### src/rtl/ppl_stall_ctrl_if.sv
// Handshake bundle between the 5-stage pipeline and its stall sequencer.
// Performance counter signals exist only when PPL_STALL_PERF_EN is defined.
interface ppl_stall_ctrl_if #(
   parameter int CNT_W = 32
);
   logic       luHazard;
   logic       iReady;
   logic       dReq;
   logic       dReady;
   logic       wValid;
   logic       pcEn;
   logic       dEn;
   logic       eBubble;
   logic       eEn;
   logic       mEn;
   logic       wEn;
   logic [1:0] state;
   logic       busErr;

`ifdef PPL_STALL_PERF_EN
   logic             perfClr;
   logic [CNT_W-1:0] cycCnt;
   logic [CNT_W-1:0] stallCnt;
   logic [CNT_W-1:0] retCnt;

   modport master (
      output luHazard, iReady, dReq, dReady, wValid, perfClr,
      input  pcEn, dEn, eBubble, eEn, mEn, wEn, state, busErr,
      input  cycCnt, stallCnt, retCnt
   );

   modport slave (
      input  luHazard, iReady, dReq, dReady, wValid, perfClr,
      output pcEn, dEn, eBubble, eEn, mEn, wEn, state, busErr,
      output cycCnt, stallCnt, retCnt
   );
`else
   localparam int unused_cnt_w = CNT_W;

   modport master (
      output luHazard, iReady, dReq, dReady, wValid,
      input  pcEn, dEn, eBubble, eEn, mEn, wEn, state, busErr
   );

   modport slave (
      input  luHazard, iReady, dReq, dReady, wValid,
      output pcEn, dEn, eBubble, eEn, mEn, wEn, state, busErr
   );
`endif
endinterface

### src/rtl/ppl_stall_ctrl.sv
// Stall/freeze sequencer for the 5-stage core with a data-memory watchdog.
// Define PPL_STALL_PERF_EN to add the cycle/stall/retire performance counters.
module ppl_stall_ctrl #(
   parameter int MEM_TIMEOUT = 255,
   parameter int CNT_W       = 32
) (
   input logic             clk,
   input logic             reset,
   ppl_stall_ctrl_if.slave bus
);
   localparam logic [1:0] ST_RUN   = 2'd0;
   localparam logic [1:0] ST_LU    = 2'd1;
   localparam logic [1:0] ST_IWAIT = 2'd2;
   localparam logic [1:0] ST_MWAIT = 2'd3;

   localparam logic [15:0] WD_LAST = 16'(MEM_TIMEOUT - 1);

   logic [1:0]  state_q, state_d;
   logic [15:0] wd_cnt_q, wd_cnt_d;
   logic        bus_err_q, bus_err_d;

   logic mem_raw, timeout, mem_wait, front_stall;
   logic pc_en, d_en, e_bubble, e_en, m_en, w_en;

   // A timed-out access counts as complete, so it no longer freezes the pipe.
   always_comb begin
      mem_raw     = bus.dReq & ~bus.dReady;
      timeout     = mem_raw & (wd_cnt_q == WD_LAST);
      mem_wait    = mem_raw & ~timeout;
      front_stall = bus.luHazard | ~bus.iReady;
   end

   always_comb begin
      if (mem_wait)
         state_d = ST_MWAIT;
      else if (bus.luHazard)
         state_d = ST_LU;
      else if (!bus.iReady)
         state_d = ST_IWAIT;
      else
         state_d = ST_RUN;

      wd_cnt_d  = ((state_q == ST_MWAIT) && mem_wait) ? wd_cnt_q + 16'd1 : 16'd0;
      bus_err_d = bus_err_q | timeout;
   end

   always_comb begin
      pc_en    = 1'b0;
      d_en     = 1'b0;
      e_bubble = 1'b0;
      e_en     = 1'b0;
      m_en     = 1'b0;
      w_en     = 1'b0;
      if (!reset && !mem_wait) begin
         e_en = 1'b1;
         m_en = 1'b1;
         w_en = 1'b1;
         // Front-end stalls hold F/D and push a bubble so the back end drains.
         if (front_stall) begin
            e_bubble = 1'b1;
         end else begin
            pc_en = 1'b1;
            d_en  = 1'b1;
         end
      end
   end

   always_ff @(posedge clk or posedge reset) begin
      if (reset) begin
         state_q   <= ST_RUN;
         wd_cnt_q  <= 16'd0;
         bus_err_q <= 1'b0;
      end else begin
         state_q   <= state_d;
         wd_cnt_q  <= wd_cnt_d;
         bus_err_q <= bus_err_d;
      end
   end

   assign bus.pcEn    = pc_en;
   assign bus.dEn     = d_en;
   assign bus.eBubble = e_bubble;
   assign bus.eEn     = e_en;
   assign bus.mEn     = m_en;
   assign bus.wEn     = w_en;
   assign bus.state   = state_q;
   assign bus.busErr  = bus_err_q | (timeout & ~reset);

`ifdef PPL_STALL_PERF_EN
   logic [CNT_W-1:0] cyc_cnt_q, cyc_cnt_d;
   logic [CNT_W-1:0] stall_cnt_q, stall_cnt_d;
   logic [CNT_W-1:0] ret_cnt_q, ret_cnt_d;

   always_comb begin
      if (bus.perfClr) begin
         cyc_cnt_d   = '0;
         stall_cnt_d = '0;
         ret_cnt_d   = '0;
      end else begin
         cyc_cnt_d   = cyc_cnt_q + {{(CNT_W-1){1'b0}}, 1'b1};
         stall_cnt_d = stall_cnt_q + {{(CNT_W-1){1'b0}}, ~pc_en};
         ret_cnt_d   = ret_cnt_q + {{(CNT_W-1){1'b0}}, bus.wValid & w_en};
      end
   end

   always_ff @(posedge clk or posedge reset) begin
      if (reset) begin
         cyc_cnt_q   <= '0;
         stall_cnt_q <= '0;
         ret_cnt_q   <= '0;
      end else begin
         cyc_cnt_q   <= cyc_cnt_d;
         stall_cnt_q <= stall_cnt_d;
         ret_cnt_q   <= ret_cnt_d;
      end
   end

   assign bus.cycCnt   = cyc_cnt_q;
   assign bus.stallCnt = stall_cnt_q;
   assign bus.retCnt   = ret_cnt_q;
`else
   logic unused_perf;
   assign unused_perf = &{1'b0, bus.wValid, CNT_W > 0};
`endif
endmodule

### src/flat_wrapper.sv
// flat-port wrapper written by rule: the top's interface ports become plain ports
module ppl_stall_ctrl_flat 
#(
   parameter int MEM_TIMEOUT = 255,
   parameter int CNT_W       = 32
)
  (clk, reset, bus_luHazard, bus_iReady, bus_dReq, bus_dReady, bus_wValid, bus_pcEn, bus_dEn, bus_eBubble, bus_eEn, bus_mEn, bus_wEn, bus_state, bus_busErr);
  ppl_stall_ctrl_if #(.CNT_W(CNT_W)) bus_i ();
  input logic clk;
  input logic reset;
  input wire logic [$bits(bus_i.luHazard)-1:0] bus_luHazard;
  input wire logic [$bits(bus_i.iReady)-1:0] bus_iReady;
  input wire logic [$bits(bus_i.dReq)-1:0] bus_dReq;
  input wire logic [$bits(bus_i.dReady)-1:0] bus_dReady;
  input wire logic [$bits(bus_i.wValid)-1:0] bus_wValid;
  output wire logic [$bits(bus_i.pcEn)-1:0] bus_pcEn;
  output wire logic [$bits(bus_i.dEn)-1:0] bus_dEn;
  output wire logic [$bits(bus_i.eBubble)-1:0] bus_eBubble;
  output wire logic [$bits(bus_i.eEn)-1:0] bus_eEn;
  output wire logic [$bits(bus_i.mEn)-1:0] bus_mEn;
  output wire logic [$bits(bus_i.wEn)-1:0] bus_wEn;
  output wire logic [$bits(bus_i.state)-1:0] bus_state;
  output wire logic [$bits(bus_i.busErr)-1:0] bus_busErr;
  assign bus_i.luHazard = bus_luHazard;
  assign bus_i.iReady = bus_iReady;
  assign bus_i.dReq = bus_dReq;
  assign bus_i.dReady = bus_dReady;
  assign bus_i.wValid = bus_wValid;
  assign bus_pcEn = bus_i.pcEn;
  assign bus_dEn = bus_i.dEn;
  assign bus_eBubble = bus_i.eBubble;
  assign bus_eEn = bus_i.eEn;
  assign bus_mEn = bus_i.mEn;
  assign bus_wEn = bus_i.wEn;
  assign bus_state = bus_i.state;
  assign bus_busErr = bus_i.busErr;
  ppl_stall_ctrl #(.MEM_TIMEOUT(MEM_TIMEOUT), .CNT_W(CNT_W)) u_core (.clk(clk), .reset(reset), .bus(bus_i));
endmodule
### config.mk
export PLATFORM = sky130hd
export DESIGN_NAME = ppl_stall_ctrl_flat
export DESIGN_NICKNAME = d
export VERILOG_FILES = /design/src/rtl/ppl_stall_ctrl_if.sv /design/src/rtl/ppl_stall_ctrl.sv /design/src/flat_wrapper.sv
export SDC_FILE = /design/constraint.sdc
export NUM_CORES = 1
export LEC_CHECK = 0
export ABC_AREA = 1
export BUFFER_PORTS_ARGS = -buffer_cell sky130_fd_sc_hd__buf_4
export CORE_MARGIN = 3
export CORE_UTILIZATION = 35
export CTS_CLUSTER_DIAMETER = 40
export DETAILED_ROUTE_END_ITERATION = 7
export PLACE_DENSITY = 0.64
export SKIP_CTS_REPAIR_TIMING = 1
export SLEW_MARGIN = 40
export SYNTH_ARGS = -nofsm -noshare
export SYNTH_HDL_FRONTEND = slang
export SYNTH_SLANG_ARGS = --single-unit
### constraint.sdc
create_clock -name clk -period 1.6 [get_ports clk]
set_input_delay 0.16 -clock clk [delete_from_list [all_inputs] [get_ports clk]]
set_output_delay 0.16 -clock clk [all_outputs]
set_load 0.03 [all_outputs]
## Word level (Yosys, flattened, before mapping)

Index checks and enable logic that the tools add are counted.

| storage, ports and cells | value |
|---|---|
| logic and storage cells | 30 |
| bits in registers | 19 |
| output and inout bits | 9 |

| cells by class | value |
|---|---|
| add/subtract/negate cells | 1 |
| bitwise logic cells | 11 |
| muxes and demuxes | 9 |
| reductions and logical operators | 4 |
| equality and inequality tests | 2 |

Operators with widths:

| kind | count |
|---|---|
| adder 16 x 1 -> 16 bit (second input constant) | 1 |
| == test 16 x 8 -> 1 bit (second input constant) | 1 |
| two-way mux 16 bit | 1 |
| two-way mux 2 bit | 3 |
| two-way mux 1 bit | 5 |
| AND 1 bit | 4 |
| NOT 1 bit | 4 |
| bitwise OR 1 bit | 3 |
| == test 2 bit (second input constant) | 1 |
| logical AND 1 bit | 2 |
| logical NOT 1 bit | 2 |

## Longest topological paths before layout

| logic depth | value |
|---|---|
| depth after elaboration | 8 |
| depth in mapped cells | 9 |
| mapped depth without buffers | 8 |

## Least setup slack after synthesis

No wires, ideal clock.

| timing | value |
|---|---|
| path kind | reg-to-output |
| from | register u_core.wd_cnt_q[0] |
| to | output bus_pcEn |
| arrival time | 1.777 ns |
| data required time | 1.440 ns |
| cell stages (with the launch flop) | 10 |
| setup slack | -0.337 ns |
| cells stage by stage | dfrtp_1 > inv_1 > ha_1 > nand3_1 > nor2_2 > nand2_2 > nand2_1 > nand2_1 > nor2_1 > buf_4 |

| on the way | value |
|---|---|
| cells in the longest elaborated chain, start to end | 7 |

RTL lines:

| element | line | text |
|---|---|---|
| start: declaration | ppl_stall_ctrl.sv:19 | `logic [15:0] wd_cnt_q, wd_cnt_d;` |
| start signal: assignment | ppl_stall_ctrl.sv:75 | `wd_cnt_q <= wd_cnt_d;` |
| == test 16 x 8 -> 1 bit | ppl_stall_ctrl.sv:28 | `timeout = mem_raw & (wd_cnt_q == WD_LAST);` |
| AND 1 bit | ppl_stall_ctrl.sv:28 |  |
| NOT 1 bit | ppl_stall_ctrl.sv:29 | `mem_wait = mem_raw & ~timeout;` |
| AND 1 bit | ppl_stall_ctrl.sv:29 |  |
| logical NOT 1 bit | ppl_stall_ctrl.sv:54 | `if (!reset && !mem_wait) begin` |
| logical AND 1 bit | ppl_stall_ctrl.sv:54 |  |
| two-way mux 1 bit | n/a |  |
| end: declaration | flat_wrapper.sv:16 | `output wire logic [$bits(bus_i.pcEn)-1:0] bus_pcEn;` |

No other way between the ends.

## Final worst setup path

| timing | value |
|---|---|
| from | register u_core.wd_cnt_q[0] |
| to | output bus_dEn |

| on the way | value |
|---|---|
| cells in the longest elaborated chain, start to end | 7 |

RTL lines:

| element | line | text |
|---|---|---|
| == test 16 x 8 -> 1 bit | ppl_stall_ctrl.sv:28 |  |
| AND 1 bit | ppl_stall_ctrl.sv:28 |  |
| NOT 1 bit | ppl_stall_ctrl.sv:29 |  |
| AND 1 bit | ppl_stall_ctrl.sv:29 |  |
| logical NOT 1 bit | ppl_stall_ctrl.sv:54 |  |
| logical AND 1 bit | ppl_stall_ctrl.sv:54 |  |
| two-way mux 1 bit | ppl_stall_ctrl.sv:54 |  |
| end: declaration | flat_wrapper.sv:17 | `output wire logic [$bits(bus_i.dEn)-1:0] bus_dEn;` |

No other way between the ends.

==> results by group <==
Route
  – DR vias/cell: between 4 and 5
  – Antenna Violating Nets Remaining: 0
  – Remaining routing DRC violations: 0
  – Total number of vias: between 900 and 1,000
  – Average routed wire per standard cell: 10.7 um
  – Detailed-router iteration count before antenna repair: 4
  – Total wire length after detailed routing: 2080 um
  – Number of DRC markers after the initial detailed-route iteration: 8

STA
  – Worst-Margin Slew: approximately 420 ps
  – Max-slew violations: 0
  – Fin crit share: 109%
  – Min Clock Period, post-route: 1750 ps
  – Slew margin rel.: just over 70%
  – Setup Viol. Count Final: 7
  – Total count of hold-check failures in the final report: 0
  – RSZ-0062 raised after global routing: true
  – Fmax: about 0.57 GHz
  – Clock Skews: 6.43 ps
  – Worst hold-check slack: 42.6 ps
  – Final worst slack: -150 ps

Power
  – Peak ir drop on the vdd network: 357 uV
  – Leakage dissipation: slightly above 0.6 nW
  – Power Dens Cells: 607 nW/um^2

Global route
  – Maximum number of pins on one net before global-route repair: 20
  – Wire length of the first global-routing pass: between 3000 and 4000 um
  – Congestion Overflow GR: 0
  – Via count of the first global-routing pass: 829
  – Antenna violations before repair: 0
  – Overall global routing resource usage: 12.0%

Run status
  – Failing checks: setup timing
  – Status: complete, but fails checks

Layout
  – Growth of design area from synthesis to finish: 28.5%
  – Layout net count: between 150 and 200
  – Commonest cells after routing, fill and taps aside: 31 x sky130_fd_sc_hd__nor2_1, 30 x sky130_fd_sc_hd__nand2_1, 19 x sky130_fd_sc_hd__dfrtp_1
  – Layout cell share with drive strength beyond 1: between 20% and 30%
  – FF/Latch Area: 475 sq um
  – Area taken by multi-input logic gates: 572 sq um
  – Fillcell total: 258
  – Antenna Cells: 0
  – Post-Layout Inst Area: 1370 sq um
  – Commonest non-fill, non-tap cell in the layout: sky130_fd_sc_hd__nor2_1

Floorplan
  – Die footprint: 3750 sq um
  – Num ports: 16
  – Vertical die dimension: ~61 um
  – Floorplan Core Area: around 2800 sq um
  – Cell row count: 19
  – Horiz. Die Dim: approximately 60 um
  – Effective utilization at floorplan: 37.8%

Critical path
  – Type of origin of the critical path: flop
  – Register-to-Register Path Depth: 8
  – Worst Path Arrival: ~1600 ps
  – Gate family responsible for the most delay along the worst path: simple AND/OR/NAND/NOR gates
  – Worst Setup Path Type: reg -> out
  – Launch point of the worst reg-to-reg path: u_core.wd_cnt_q[0]
  – End of the worst register-to-register path: u_core.wd_cnt_q[8]
  – CP bufs+invs: 2
  – Critical path capture point type: output pin
  – Setup slack on the worst flop-to-flop path: 30 ps
  – Largest stage delay on the critical path: 400 ps
  – Max FO, Critical Path: 3
  – Slowest stage cell on the critical path: sky130_fd_sc_hd__dfrtp_1
  – CP cell instances: inv_2, ha_4, nand3_4, nor2_4, nand2_2, nand2_4, nand2_4, nor2_4, buf_6
  – Endpoint required time on the critical path: 1440 ps

Place
  – Placer's final routability congestion estimate: 0.803
  – Final HPWL DP: 1510 um
  – Total placed instance area: 1220 sq um
  – Number of port buffers: 14

Synth
  – Proportion of netlist area held by the largest area contributor: between 40% and 50%
  – Sequential-to-total area share from yosys stat: 44.5%
  – Post-Synthesis Cell Area: 1070 sq um
  – Number of warnings printed during yosys synthesis: 0
  – Number of unique standard cell types used by synthesis: 17
  – Synthesized Nets: 150
  – Number of register bits inferred by synthesis: 19
  – Syn Area/Cell: 7.58 sq um
  – Synth top area cells: sky130_fd_sc_hd__dfrtp_1 44%, sky130_fd_sc_hd__nand2_1 13%, sky130_fd_sc_hd__nor2_1 12%, sky130_fd_sc_hd__inv_1 5.6%, sky130_fd_sc_hd__nand3_1 3.3%
  – Synth area leader: sky130_fd_sc_hd__dfrtp_1
  – Cell count after synthesis: 141

Clocking
  – H-tree lvl count: 1
  – Number of buffers created by CTS: 3
  – Sink count of the clock tree: 19
  – Clock Tree Root: sky130_fd_sc_hd__clkbuf_4
  – Insertion delay of the later-clocked pin in the worst-skew pair: 290 ps
  – Clock tree from TritonCTS: built
  – Clock-pin slew of the registers on the worst-case setup and hold paths: 110 ps
  – Maximum buffer depth of the clock tree: 2

Flow run
  – Max_cap viols: 0

Min path
  – Number of cells traversed by the worst hold path: 2
  – Endpoint, Worst Hold: u_core.bus.state[1]
  – Worst hold path class: in -> reg
  – Startpoint of the worst hold path: bus_iReady
-- logic make-up after synthesis --
kind of cell	share of synthesized area [%]
adders and majority gates	2.34
AOI/OAI and AO/OA	4.22
DFF	44.5
buffers and inverters	8.78
xor gates and xnor gates	5.74
and+or+nand+nor	34.4
-- worst max path at each step --
stage	start	endpoint	slack (ps)	depth (start not counted)
6_report	u_core.wd_cnt_q[0]	bus_dEn	-150	9
5_1_grt	u_core.wd_cnt_q[0]	bus_pcEn	-240	9
4_1_cts	u_core.wd_cnt_q[0]	bus_dEn	-290	9
3_5_place_dp	u_core.wd_cnt_q[0]	bus_dEn	50	9
3_3_place_gp	u_core.wd_cnt_q[0]	bus_dEn	70	9
2_1_floorplan	u_core.wd_cnt_q[0]	bus_pcEn	-80	9
-- flip-flops by register name (all words and copies together), names as in the netlist --
register	cells
u_core.bus_err_q	1
u_core.bus.state	2
u_core.wd_cnt_q	16
-- final cells by class --
cell class | instances | share of cell area [%]
clock buffers | 4 | 1.91
inverters | 16 | 4.56
multi-input cells | 102 | 41.7
flip-flops and latches | 19 | 34.6
well taps | 31 | 2.83
repair buffers | 23 | 14.4
-- routing by layer --
| metal | routed length [um] | track usage, % | vias to the layer above |
|---|---|---|---|
| li1 | - | - | 475 |
| met1 | 967 | 15.7 | 425 |
| met2 | 1020 | 19.6 | 14 |
| met3 | 78 | 2.10 | 2 |
| met4 | 17 | 4.64 | 0 |
| met5 | 0 | 0 | - |
-- report_power, final --
group	switching, mW	internal, mW	leakage, nW
sequential	0.00281	0.484	0.255
clock	0.143	0.0970	0.0150
combinational	0.0632	0.0431	0.340
total	0.209	0.624	0.610
-- synthesized netlist by cell type (all sizes together) --
master	count
o21bai	4
xor2	4
o21ai	3
nor2	37
ha	2
nand4	4
nand2	37
dfrtp	19
nand3	7
nand3b	1
inv	16
xnor2	3
buf	4
-- worst register-to-register path: cells and delay by family (launching register included) --
family	cells	cell delay, ps
flip-flops	1	400
XOR/XNOR	1	160
AND/OR/NAND/NOR	3	330
adder cells (fa/ha/maj)	1	210
buffers and inverters	3	360
-- stage by stage --
| step | setup TNS, ps | worst slack (ps) | utilization, % | power, mW | std cells |
|---|---|---|---|---|---|
| 2_1_floorplan | -80.8 | -80.8 | - | 0.559 | 141 |
| 3_3_place_gp | 0 | 68.4 | 43.0 | 0.589 | 185 |
| 3_5_place_dp | 0 | 50.1 | 43.0 | 0.590 | 185 |
| 4_1_cts | -1780 | -295 | 43.9 | 0.829 | 189 |
| 5_1_grt | -1510 | -237 | 48.5 | 0.872 | 195 |
| 6_report | -729 | -150 | 48.5 | 0.834 | 195 |
Note: power is estimated with default switching activity, not from simulation.
